## config.mk

```make
export PLATFORM = sky130hd
export DESIGN_NAME = rr_arbiter_4
export DESIGN_NICKNAME = d
export VERILOG_FILES = /design/src/rtl/arb_pkg.sv /design/src/rtl/rr_pick4.sv /design/src/rtl/rr_arbiter_4.sv
export SDC_FILE = /design/constraint.sdc
export NUM_CORES = 1
export LEC_CHECK = 0
export CAP_MARGIN = 5
export CELL_PAD_IN_SITES_DETAIL_PLACEMENT = 1
export CELL_PAD_IN_SITES_GLOBAL_PLACEMENT = 1
export CORE_UTILIZATION = 30
export DETAILED_ROUTE_END_ITERATION = 8
export HOLD_SLACK_MARGIN = 0.12
export PLACE_DENSITY_LB_ADDON = 0.1
export SETUP_SLACK_MARGIN = 0.05
export SYNTH_ARGS = -nofsm -noshare
export SYNTH_HDL_FRONTEND = slang
export SYNTH_SLANG_ARGS = --single-unit
```

## constraint.sdc

```tcl
create_clock -name clk -period 4.29 [get_ports clk]
set_input_delay 0.6435 -clock clk [delete_from_list [all_inputs] [get_ports clk]]
set_output_delay 0.6435 -clock clk [all_outputs]
set_load 0.03 [all_outputs]
```

## src/rtl/arb_pkg.sv

```systemverilog
// Shared types and sizing helpers for the four-way round-robin packet arbiter.
package arb_pkg;

  typedef enum logic {
    IDLE = 1'b0,
    BUSY = 1'b1
  } state_e;

  localparam int NUM_REQ = 4;

  // Watchdog counter width: enough to hold TIMEOUT itself, never narrower than one bit.
  function automatic int wd_width(input int timeout);
    return (timeout < 1) ? 1 : $clog2(timeout + 1);
  endfunction

endpackage

```

## src/rtl/rr_pick4.sv

```systemverilog
// Combinational round-robin search: first set request scanning ptr, ptr+1, ... mod 4.
module rr_pick4
  import arb_pkg::*;
(
  input  logic [NUM_REQ-1:0] req_i,
  input  logic [1:0]         ptr_i,
  output logic               found_o,
  output logic [1:0]         idx_o
);

  logic [1:0] cand;

  // Walk the offsets from farthest to nearest so the nearest hit is the last write.
  always_comb begin
    found_o = 1'b0;
    idx_o   = ptr_i;
    cand    = ptr_i;
    for (int k = NUM_REQ - 1; k >= 0; k--) begin
      cand = ptr_i + 2'(k);
      if (req_i[cand]) begin
        found_o = 1'b1;
        idx_o   = cand;
      end
    end
  end

endmodule

```

## src/rtl/rr_arbiter_4.sv

```systemverilog
// Four-requester round-robin packet arbiter with grant hold until last beat and an idle watchdog.
module rr_arbiter_4
  import arb_pkg::*;
#(
  parameter int WIDTH   = 8,
  parameter int TIMEOUT = 16
) (
  input  logic                       clk,
  input  logic                       rst_n,
  input  logic [NUM_REQ-1:0]         req_valid,
  input  logic [NUM_REQ*WIDTH-1:0]   req_data,
  input  logic [NUM_REQ-1:0]         req_last,
  output logic [NUM_REQ-1:0]         req_ready,
  output logic                       out_valid,
  output logic [WIDTH-1:0]           out_data,
  output logic                       out_last,
  input  logic                       out_ready,
  output logic [NUM_REQ-1:0]         grant,
  output logic [1:0]                 sel,
  output logic                       abort
);

  localparam int              WD_W   = wd_width(TIMEOUT);
  localparam logic [WD_W-1:0] WD_MAX = WD_W'(TIMEOUT);

  state_e               state_q;
  logic [1:0]           ptr_q;
  logic [1:0]           sel_q;
  logic [NUM_REQ-1:0]   grant_q;
  logic [WD_W-1:0]      wd_q;
  logic                 abort_q;

  logic                 pick_found;
  logic [1:0]           pick_idx;
  logic                 busy;
  logic                 cur_valid;
  logic                 cur_last;
  logic                 xfer;
  logic [WD_W-1:0]      wd_d;
  logic                 wd_hit;

  rr_pick4 u_pick (
    .req_i   (req_valid),
    .ptr_i   (ptr_q),
    .found_o (pick_found),
    .idx_o   (pick_idx)
  );

  assign busy      = (state_q == BUSY);
  assign cur_valid = req_valid[sel_q];
  assign cur_last  = req_last[sel_q];
  assign xfer      = busy & cur_valid & out_ready;

  // Saturating idle count; the abort decision fires on the edge where it reaches TIMEOUT.
  assign wd_d   = (wd_q == WD_MAX) ? wd_q : wd_q + 1'b1;
  assign wd_hit = (TIMEOUT > 0) && busy && !cur_valid && (wd_d == WD_MAX);

  always_ff @(posedge clk or negedge rst_n) begin
    if (!rst_n) begin
      state_q <= IDLE;
      ptr_q   <= 2'd0;
      sel_q   <= 2'd0;
      grant_q <= '0;
      wd_q    <= '0;
      abort_q <= 1'b0;
    end else begin
      abort_q <= 1'b0;
      case (state_q)
        IDLE: begin
          wd_q <= '0;
          if (pick_found) begin
            sel_q   <= pick_idx;
            grant_q <= NUM_REQ'(1) << pick_idx;
            state_q <= BUSY;
          end
        end
        BUSY: begin
          if (xfer && cur_last) begin
            state_q <= IDLE;
            grant_q <= '0;
            ptr_q   <= sel_q + 2'd1;
            wd_q    <= '0;
          end else if (wd_hit) begin
            state_q <= IDLE;
            grant_q <= '0;
            ptr_q   <= sel_q + 2'd1;
            wd_q    <= '0;
            abort_q <= 1'b1;
          end else if (cur_valid) begin
            wd_q <= '0;
          end else begin
            wd_q <= wd_d;
          end
        end
        default: state_q <= IDLE;
      endcase
    end
  end

  // Steering is purely combinational; everything reads zero outside BUSY.
  always_comb begin
    out_data = '0;
    if (busy) out_data = req_data[sel_q*WIDTH +: WIDTH];
  end

  assign out_valid = busy & cur_valid;
  assign out_last  = busy & cur_last;
  assign req_ready = {NUM_REQ{out_ready}} & grant_q;
  assign grant     = grant_q;
  assign sel       = sel_q;
  assign abort     = abort_q;

endmodule

```

* After elaboration in Yosys (flattened, before gate mapping)
Cells that the tools add are included.
** Operators by class
- $add $sub $neg :: 5
- Magnitude comparators :: 5
- Equal/unequal tests :: 4
- Shifts and indexed selects :: 2
- Mux-type cells :: 39
- Bitwise gates (word level) :: 5
- Reductions and logical operators :: 8
** Operators by type and width (number)
- $shiftx A32 B6 Y8 :: 1
- $mux W5 :: 4
- $mux W1 :: 16
- $lt A2 B3 Y1 const B :: 5
- $bmux W1 S2 :: 6
- $mux W2 :: 6
- $mux W4 :: 3
- $eq A5 B5 Y1 const B :: 2
- $pmux W5 S2 :: 1
- $mux W8 :: 1
- $pmux W4 S2 :: 1
- $reduce_and A2 Y1 :: 3
- $add A5 B1 Y5 const B :: 1
- $add A2 B1 Y2 const B :: 2
- $add A2 B2 Y2 const B :: 2
- $and A4 B4 Y4 :: 1
- $shl A1 B2 Y4 const A :: 1
- $and A1 B1 Y1 :: 3
- $logic_and A1 B1 Y1 :: 3
- $ne A3 B1 Y1 const B :: 1
- $ne A2 B2 Y1 const B :: 1
- $pmux W1 S2 :: 1
- $reduce_bool A2 Y1 :: 1
- $logic_not A1 Y1 :: 1
- $not A1 Y1 :: 1
** Word-level totals
- Register bits after elaboration :: 15
- Bits of input ports :: 43
- Output and inout bits :: 21

* Logic depth before layout (Yosys ltp)
Gate-level depths: netlist (run 1).
- Depth after elaboration :: 10
- Mapped depth :: 8
- Gate-level depth less buffers :: 7

* Modules after synthesis
A second synthesis (run 1) with hierarchy kept.
** Second synthesis, totals
- Cell total of the unflattened synthesis :: 120
- Area total of the unflattened synthesis :: 1214.9 um^2
** By module, submodules not included
- rr_arbiter_4 :: instances 1, cells an instance 104, area each 1114.8 um^2, sequential area each 375.4 um^2
- rr_pick4 :: instances 1, cells an instance 16, area each 100.1 um^2, sequential area each 0.0 um^2

* Worst setup path after synthesis (run 1)
OpenSTA, ideal clock, no wires.
- Path kind :: register to register
- From :: register sel_q[1] (netlist: sel[1])
- To :: register ptr_q[1]
- Setup time :: 127 ps
- Arrival time :: 2298 ps
- Path slack :: 1865 ps
- Cell stages (with the launch flop) :: 7
- Path through :: dfrtp_1 mux2_2 nor2_1 nor3_1 a31o_1 buf_6 mux2_1
** On the way
- Word-level cells in the longest chain between the ends :: 7
** Ends and longest elaborated chain
- from (decl) :: RTL line rr_arbiter_4.sv:28 : logic [1:0] sel_q;
- from (signal assigned) :: RTL line rr_arbiter_4.sv:72 : sel_q <= pick_idx;
- $bmux W1 S2 * :: RTL line rr_arbiter_4.sv:50 : assign cur_valid = req_valid[sel_q];
- $mux W1 (implied by the code) * :: RTL line rr_arbiter_4.sv:50
- $and A1 B1 Y1 *
- net out_valid :: RTL line rr_arbiter_4.sv:14 : output logic out_valid,
- $and A1 B1 Y1 * :: RTL line rr_arbiter_4.sv:52 : assign xfer = busy & cur_valid & out_ready;
- $logic_and A1 B1 Y1 * :: RTL line rr_arbiter_4.sv:78 : if (xfer && cur_last) begin
- $reduce_bool A2 Y1 (no line)
- $reduce_and A2 Y1 (no line)
- to (signal assigned) :: RTL line rr_arbiter_4.sv:81 : ptr_q <= sel_q + 2'd1;
- to (signal assigned) :: RTL line rr_arbiter_4.sv:86 : ptr_q <= sel_q + 2'd1;
- to (decl) :: RTL line rr_arbiter_4.sv:27 : logic [1:0] ptr_q;
Mark *: on every way through the listed nets, which the timed path passes. The rest lies on a longest branch. The select of a mux whose other input is x is not followed.
A chain may end at the register's enable or synchronous reset.

* Worst setup path in the final report (run 1)
- From :: input req_valid[3]
- To :: output out_valid
** On the way
- Word-level cells in the longest chain between the ends :: 3
** Ends and longest elaborated chain
- from (decl) :: RTL line rr_arbiter_4.sv:10 : input logic [NUM_REQ-1:0] req_valid,
- $bmux W1 S2 :: RTL line rr_arbiter_4.sv:50
- $mux W1 (implied by the code) :: RTL line rr_arbiter_4.sv:50
- $and A1 B1 Y1 :: RTL line rr_arbiter_4.sv:106 : assign out_valid = busy & cur_valid;
- to (decl) :: RTL line rr_arbiter_4.sv:14
Every way passes these cells. The select of a mux whose other input is x is not followed.

==> results of run 1 <==
## cell families (layout without fill, tap and decap cells)
logic type / after synthesis / after routing / share of synthesized area, %
simple gates: 45 / 45 / 22.87
compound gates: 19 / 19 / 11.27
flops: 15 / 15 / 32.82
mux: 13 / 13 / 21.88
buf+inv: 11 / 73 / 4.376
xor+xnor: 6 / 6 / 4.596
fa+ha+maj: 2 / 2 / 2.188
## how the worst max path moves through the flow
stage | start | end | slack (ns)
floorplan | sel[1] | ptr_q[1] | 1.86
global placement | req_valid[3] | out_valid | 1.17
detailed placement | req_valid[0] | out_valid | 1.11
CTS | req_valid[0] | out_valid | 1.12
global route | sel[0] | out_last | 1.01
finish | req_valid[3] | out_valid | 1.13
## state kept, by name (all words and copies together) (netlist names)
name	cells
wd_q	5
grant	4
ptr_q	2
sel	2
abort	1
busy	1
## metal layers
layer | global-route usage, % | up-vias
met1 | 21.34 | 554
met2 | 32.31 | 17
met4 | 2.557 | 0
li1 | - | 525
met3 | 4.286 | 5
met5 | 0 | -
## cell usage in the layout (no fill, tap or decap), types with 2 or more instances in the layout
cell,netlist,layout
a21oi_1,4,4
and2_1,13,13
clkbuf_8,0,3
clkdlybuf4s50_1,0,63
dfrtp_1,15,15
ha_1,2,2
inv_1,6,6
mux4_2,9,9
nand2_1,9,9
nand3_1,2,2
nor2_1,4,4
nor2b_1,5,5
nor3_1,5,5
o21ai_0,2,2
o21ai_1,2,2
o22ai_1,5,5
or2_1,2,2
xnor2_1,3,3
xor2_1,3,3
## stage by stage
stage	area, sq um	utilization (%)	std cells	setup WS (ns)	power, W
floorplan	1144	-	111	1.865	0.0007650
global placement	1807	49.35	217	1.169	0.001033
detailed placement	1807	49.35	217	1.115	0.001046
CTS	1853	50.62	221	1.120	0.001169
global route	1853	50.62	221	1.015	0.001229
finish	1853	50.62	221	1.134	0.001154
## area by class of cell
cell class | count | area share (%)
Sequential cell | 15 | 20.26
Inverter | 6 | 1.215
Clock buffer | 3 | 2.228
Multi-Input combinational cell | 85 | 38.76
Timing Repair Buffer | 63 | 34.03
Tap cell | 48 | 3.241
Clock inverter | 1 | 0.2701
## power by group through the flow
stage	clock (W)	combinational [W]	sequential [W]
floorplan	0	0.000480	0.000285
detailed placement	0	0.000746	0.000300
finish	0.000118	0.000740	0.000296
global route	0.000127	0.000790	0.000312
CTS	0.000122	0.000749	0.000298
global placement	0	0.000737	0.000297
## critical path, stage by stage
cell	delay, ns
clkdlybuf4s50_1	0.61
mux2_4	0.22
nor2_1	0.04
nor3_1	0.26
clkdlybuf4s50_1	0.74
==> impl_metrics.json, run 1 <==
{
  "status": "completed",
  "path_max_fanout": 8,
  "rows": 22,
  "whs_path_depth": 2,
  "power_frac_seq_pct": 25.6,
  "die_h_um": 63.74,
  "drt-met1-wl_um": 1404,
  "cts_resized": 0,
  "setup_tns_ns": 0,
  "synth-seq-cells": 15,
  "drc_errors": 0,
  "cts_hold_buf": 0,
  "grt_pass1_wl_um": 5513,
  "slew_violations": 0,
  "area_delta_synth_final_pct": 62.04,
  "root_buffer": "clkbuf_8",
  "portBuffers": 63,
  "wl_met2_um": 1839,
  "syn_inst": 111,
  "setup_viol": 0,
  "critPathArrivalTime_ns": 2.51,
  "io_pins": 64,
  "wl_met3_um": 82,
  "antenna_cells": 0,
  "power.leakage_nw": 0.7145,
  "wl_um": 3365,
  "cts_sinks": 15,
  "start_util_pct": 31.24,
  "antenna_found_initial": 0,
  "post_cts_buffers": 0,
  "worstRegToRegCells": 5,
  "synth.most_common_cell": "dfrtp_1",
  "irDropWorstVdd_uv": 364.6,
  "skew_ns": 0.003311,
  "async_flop_share_pct": 100.0,
  "p_switching_w": 0.0005276,
  "p_int_w": 0.0006260,
  "drtIter0Drc": 31,
  "finalHoldViolCount": 0,
  "hp-class": "reg2reg",
  "grt_pass1_vias": 1131,
  "cts_buffers": 3,
  "overflow": 0,
  "synth_ff_type": "dfrtp_1",
  "yosysWarningCount": 0,
  "fin_nets": 219,
  "syn_area_sq_um": 1144,
  "yosysTopAreaCellShare_pct": 32.82,
  "via_count": 1101,
  "cts.reportedPaths.clkPinSlew_ns": 0.06,
  "r2r_slack_ns": 1.73,
  "p_per_area_nw_per_um2": 622.5,
  "cp.required_ns": 3.65,
  "ys_seq_area_share_pct": 32.82,
  "cts_tree": "done",
  "synth_nets": 156,
  "fin_crit_sh_pct": 73.57,
  "synthTopCellsByCount": "dfrtp_1 (15), and2_1 (13), mux4_2 (9), nand2_1 (9), inv_1 (6)",
  "timing.rr.end": "ptr_q[1]",
  "clockPowerShare_pct": 10.3,
  "dieArea_sq_um": 4063,
  "fillerInstances": 414,
  "cp-start-kind": "primary input",
  "clock_path_buffers": 2,
  "holdWs_ns": 0.5582,
  "drtAntennaViolNets": 0,
  "die_w_um": 63.74,
  "synthTopCellsByArea": "dfrtp_1 (33%), mux4_2 (18%), and2_1 (7.1%), nand2_1 (3.0%), nor2b_1 (2.7%)",
  "synth_cell_types": 35,
  "seqCellArea_sq_um": 375.4,
  "hold_start": "grant[1]",
  "fin_crit_ns": 3.156,
  "syn_avg_cell_area_sq_um": 10.30,
  "drive_gt1_share_pct": 9.827,
  "rsz0062_at_grt": "no",
  "multi_input_area_sq_um": 718.2,
  "min_to": "grant[1]",
  "core_area_sq_um": 3661,
  "maxCapViolCount": 0,
  "pwr-share-comb_pct": 64.1,
  "wl_per_cell_um": 15.23,
  "timing.rr.start": "sel[1]",
  "fmax_mhz": 316.8,
  "switching_share_pct": 45.74,
  "first_pass_iters": 6,
  "grt_max_degree": 17,
  "hpwl_um": 2689,
  "insertion_delay_ns": 0.26,
  "htree_num_levels": 1,
  "gp_congestion": 0.6946,
  "grtUsageTotal_pct": 17.73,
  "worst_pin_slew_ns": 0.7797,
  "endpoint_kind": "primary output",
  "synth_edf_count": 0,
  "top_layer": "met4",
  "critical_path_class": "in2out",
  "vias_per_cell": 4.982,
  "relSlewSlack_pct": 48.02,
  "synth_top_area_cell": "dfrtp_1"
}
(Power assumes the default switching activity.)
==> run 2, diff against run 1 <==
- CORE_UTILIZATION: 30 -> 25
- clock period: 4.29 -> 2.9 ns (I/O delays scaled with it)
==> run 2 against run 1 <==
  * Core utilization is 7.4 points lower
  * Combinational power is 61% higher
  * Global-route usage is 1.7 points lower
  * Sequential share of layout area is 0.44 points lower
  * Final cell count is 4.1% higher
  * Cell area is 2.2% higher
  * Clock power is 42% higher
  * Count of clock-buffer cells in the layout is 1 higher
  * Critical endpoint unchanged
  * Highest routed layer unchanged
==> impl_metrics.json, run 2 (same netlist as run 1, synthesis figures left out) <==
{
  "wl_per_cell_um": 16.51,
  "antenna_found_initial": 0,
  "drtIter0Drc": 18,
  "maxCapViolCount": 0,
  "power.leakage_nw": 0.7368,
  "path_max_fanout": 5,
  "wl_um": 3797,
  "final_area_sq_um": 1894,
  "htree_num_levels": 1,
  "cts_buffers": 3,
  "grtUsageTotal_pct": 16.03,
  "rsz0062_at_grt": "no",
  "cp_common_cell": "clkdlybuf4s50_1",
  "rows": 24,
  "drtAntennaViolNets": 0,
  "hp-class": "reg2reg",
  "cts_tree": "done",
  "die_w_um": 69.64,
  "cp_num_buf_inv": 2,
  "critical_path_class": "in2out",
  "skew_ns": 0.002552,
  "hpwl_um": 3095,
  "grt_max_degree": 16,
  "slowest_delay_ns": 0.74,
  "start_util_pct": 26.08,
  "worst_pin_slew_ns": 0.6630,
  "critical_path.cell_chain": "clkdlybuf4s50_1 > mux2_2 > nor2_1 > nor3_1 > clkdlybuf4s50_1",
  "antenna_cells": 0,
  "via_count": 1155,
  "crit_path_start": "req_valid[0]",
  "layout_commonest_cell": "clkdlybuf4s50_1",
  "insertion_delay_ns": 0.24,
  "post_cts_buffers": 0,
  "cts_sinks": 15,
  "vias_per_cell": 5.022,
  "cts_resized": 0,
  "irDropWorstVdd_uv": 417.2,
  "root_buffer": "clkbuf_8",
  "largest_register_ffs": 5,
  "drc_errors": 0,
  "final_cell_mix": "clkdlybuf4s50_1 (63), dfrtp_1 (15), and2_1 (13)",
  "io_pins": 64,
  "regMostFlops": "wd_q",
  "cp_slowest_cell": "clkdlybuf4s50_1",
  "hold_start": "grant[3]",
  "power.total_w": 0.001754,
  "clock_path_buffers": 2,
  "drive_gt1_share_pct": 11.80,
  "finalHoldViolCount": 0,
  "overflow": 0,
  "fin_nets": 224,
  "gp_congestion": 0.8041,
  "grt_pass1_wl_um": 6189,
  "area_delta_synth_final_pct": 65.65,
  "core_area_sq_um": 4384,
  "die_h_um": 69.64,
  "setup_tns_ns": 0,
  "cts.reportedPaths.clkPinSlew_ns": 0.06,
  "cp-start-kind": "primary input",
  "cp.required_ns": 2.47,
  "place_area_sq_um": 1849,
  "cts_hold_buf": 0,
  "critPathArrivalTime_ns": 2.28,
  "fin_crit_sh_pct": 93.50,
  "fin_crit_ns": 2.712,
  "grt_pass1_vias": 1246,
  "setup_viol": 0,
  "slew_violations": 0,
  "fmax_mhz": 368.8,
  "endpoint_kind": "primary output",
  "timing.rr.start": "sel[1]",
  "status": "completed",
  "dieArea_sq_um": 4849,
  "portBuffers": 63,
  "p_per_area_nw_per_um2": 925.8,
  "first_pass_iters": 4,
  "relSlewSlack_pct": 55.66,
  "cp_top_family": "buffers and inverters"
}
## run 2: changes by cell type in the layout (fill, tap and decap cells not counted)
cell | before | now
buf_4 | 0 | 5
clkbuf_1 | 0 | 1
clkinv_2 | 1 | 0
## run 2: worst reg2reg max path, delay by kind of cell (launching register included)
kind | cells | cell delay [ns]
flops | 1 | 0.54
simple gates | 1 | 0.30
compound gates | 2 | 0.48
mux | 2 | 0.74
## run 2: final cells by class
| cell class | count | area [sq um] |
|---|---|---|
| repair buffers | 68 | 668.1 |
| flip-flops and latches | 15 | 375.4 |
| multi-input cells | 85 | 718.2 |
| fillers | 501 | 2490 |
| clock buffers | 4 | 45.04 |
| well taps | 52 | 65.06 |
| inverters | 6 | 22.52 |
## run 2: metrics by stage
step	worst slack [ns]	hold WS (ns)	instances	util (%)
after floorplan	0.4747	0.1394	111	-
after global placement	0.1735	0.5451	226	42.18
after detailed placement	0.1503	0.5502	226	42.18
after CTS	0.1413	0.5671	230	43.21
after global routing	0.08889	0.6004	230	43.21
final	0.1884	0.5593	230	43.21
## run 2: power breakdown
group | leakage (nW) | switching (W) | internal, W
sequential | 0.193 | 0.000116 | 0.000280
clock | 0.0228 | 0.0000709 | 0.0000972
combinational | 0.521 | 0.000607 | 0.000584
## run 2: worst paths after layout
path	endpoint	slack [ns]	cells past startpoint
min reg2reg	grant[3]	0.56	2
max in group asynchronous	wd_q[0]	1.88	1
min in group asynchronous	grant[2]	0.59	1
min	grant[3]	0.56	2
max reg2reg	ptr_q[1]	0.71	5
max	out_valid	0.19	5
## run 2: metal layers
metal  wire (um)  share of wire [%]  global-route usage [%]  vias to the layer above
met1        1735                 46                   20.18                      556
met2        1758                 46                   27.83                       59
met5           0                  0                       0                        -
met3         271                7.1                   3.488                        4
li1            -                  -                       -                      536
met4          31               0.82                   4.000                        0
==> run 3, diff against run 2 <==
- PLACE_DENSITY: default -> 0.74
- PLACE_DENSITY_LB_ADDON: 0.1 -> default
==> run 3 against run 2 <==
  * Clock power rose by 5%
  * Worst hold slack improved by 0.0071 ns
  * Total power fell by 0.42%
  * Critical path depth fell by 2
  * Combinational power barely moved
  * Via count fell by 0.61%
  * Final cell count fell by 0.43%
==> impl_metrics.json, run 3 (same netlist as run 1, synthesis figures left out) <==
{
  "fin_nets": 223,
  "grt_pass1_vias": 1230,
  "portBuffers": 63,
  "fin_crit_ns": 2.631,
  "first_pass_iters": 4,
  "setup_tns_ns": 0,
  "cts_resized": 1,
  "cp.required_ns": 2.47,
  "wl_per_cell_um": 16.42,
  "grt_max_degree": 16,
  "status": "completed",
  "largest_register_ffs": 5,
  "cts_tree": "done",
  "power.leakage_nw": 0.7414,
  "r2r_slack_ns": 0.83,
  "root_buffer": "clkbuf_8",
  "drive_gt1_share_pct": 11.86,
  "final_area_sq_um": 1891,
  "fmax_mhz": 380.1,
  "critical_path_class": "reg2out",
  "slew_violations": 0,
  "crit_path_start": "sel[0]",
  "io_pins": 64,
  "rows": 24,
  "hpwl_um": 3044,
  "via_count": 1148,
  "htree_num_levels": 1,
  "timing.rr.start": "sel[1]",
  "critPathArrivalTime_ns": 2.20,
  "setup_viol": 0,
  "antenna_cells": 0,
  "p_per_area_nw_per_um2": 923.7,
  "antenna_found_initial": 0,
  "path_max_fanout": 12,
  "drtIter0Drc": 48,
  "regMostFlops": "wd_q",
  "cts_sinks": 15,
  "vias_per_cell": 5.013,
  "cts.reportedPaths.clkPinSlew_ns": 0.06,
  "critical_path.endpoint": "out_last",
  "post_cts_buffers": 0,
  "grt_pass1_wl_um": 6403,
  "irDropWorstVdd_uv": 314.0,
  "place_area_sq_um": 1842,
  "endpoint_kind": "primary output",
  "wl_um": 3761,
  "start_util_pct": 26.08,
  "layout_commonest_cell": "clkdlybuf4s50_1",
  "final_cell_mix": "clkdlybuf4s50_1 (62), dfrtp_1 (14), and2_1 (13)",
  "overflow": 0,
  "die_w_um": 69.64,
  "skew_ns": 0.001580,
  "insertion_delay_ns": 0.26,
  "core_area_sq_um": 4384,
  "cts_hold_buf": 0,
  "maxCapViolCount": 0,
  "worstRegToRegCells": 5,
  "clock_path_buffers": 2,
  "cp-start-kind": "register",
  "dieArea_sq_um": 4849,
  "gp_congestion": 0.7720,
  "relSlewSlack_pct": 57.24,
  "drc_errors": 0,
  "hp-class": "in2async",
  "fin_crit_sh_pct": 90.73,
  "rsz0062_at_grt": "no",
  "grtUsageTotal_pct": 17.05,
  "worst_pin_slew_ns": 0.6394,
  "drtAntennaViolNets": 0,
  "timing.rr.end": "ptr_q[1]",
  "cts_buffers": 3,
  "area_delta_synth_final_pct": 65.32,
  "die_h_um": 69.64,
  "finalHoldViolCount": 0
}
[run 3: cell types whose count changed in the layout (fill, tap and decap cells not counted)]
cell and delta:
buf_4 -1, clkdlybuf4s50_1 -1, dfrtp_1 -1, dfrtp_2 +1
dlymetal6s2s_1 +1
[run 3: final cells by class]
class | instances | area [sq um]
sequential | 15 | 376.6
timing repair buffer | 67 | 663.1
fill | 494 | 2494
multi-input combinational | 85 | 718.2
inverter | 6 | 22.52
tap | 52 | 65.06
clock buffer | 4 | 45.04
[run 3: critical path, cell delays in order, from the launching register on]
cell	delay, ns
dfrtp_2	0.58
mux4_2	0.58
and2_1	0.18
clkdlybuf4s50_1	0.59
[run 3: how the worst min path moves through the flow]
stage	from	endpoint	slack (ns)	depth (start not counted)
after floorplan	rst_n	abort	0.14	0
after global placement	grant[0]	grant[0]	0.55	2
after detailed placement	grant[2]	grant[2]	0.56	2
after CTS	grant[2]	grant[2]	0.57	2
after global routing	grant[2]	grant[2]	0.60	2
final	rst_n	wd_q[1]	0.57	1
[run 3: stage by stage]
| stage | hold WS [ns] | setup WS, ns | utilization (%) | total power (W) | instances |
|---|---|---|---|---|---|
| global route | 0.6041 | 0.1885 | 43.12 | 0.001865 | 229 |
| detailed placement | 0.5609 | 0.08445 | 42.01 | 0.001588 | 225 |
| CTS | 0.5695 | 0.08482 | 43.07 | 0.001769 | 229 |
| floorplan | 0.1394 | 0.4747 | - | 0.001132 | 111 |
| finish | 0.5664 | 0.2690 | 43.12 | 0.001746 | 229 |
| global placement | 0.5499 | 0.1823 | 42.01 | 0.001548 | 225 |
[run 3: power breakdown]
part           total [W]  switching [W]  internal [W]
Combinational    0.00116       0.000586      0.000572
Sequential      0.000413       0.000132      0.000281
Clock           0.000176      0.0000779     0.0000977
[run 3: metal layers]
metal,wire length (um),GRT usage [%]
met1,1516,19.91
met2,1803,28.80
met3,355,4.360
met4,86,8.667
met5,0,0
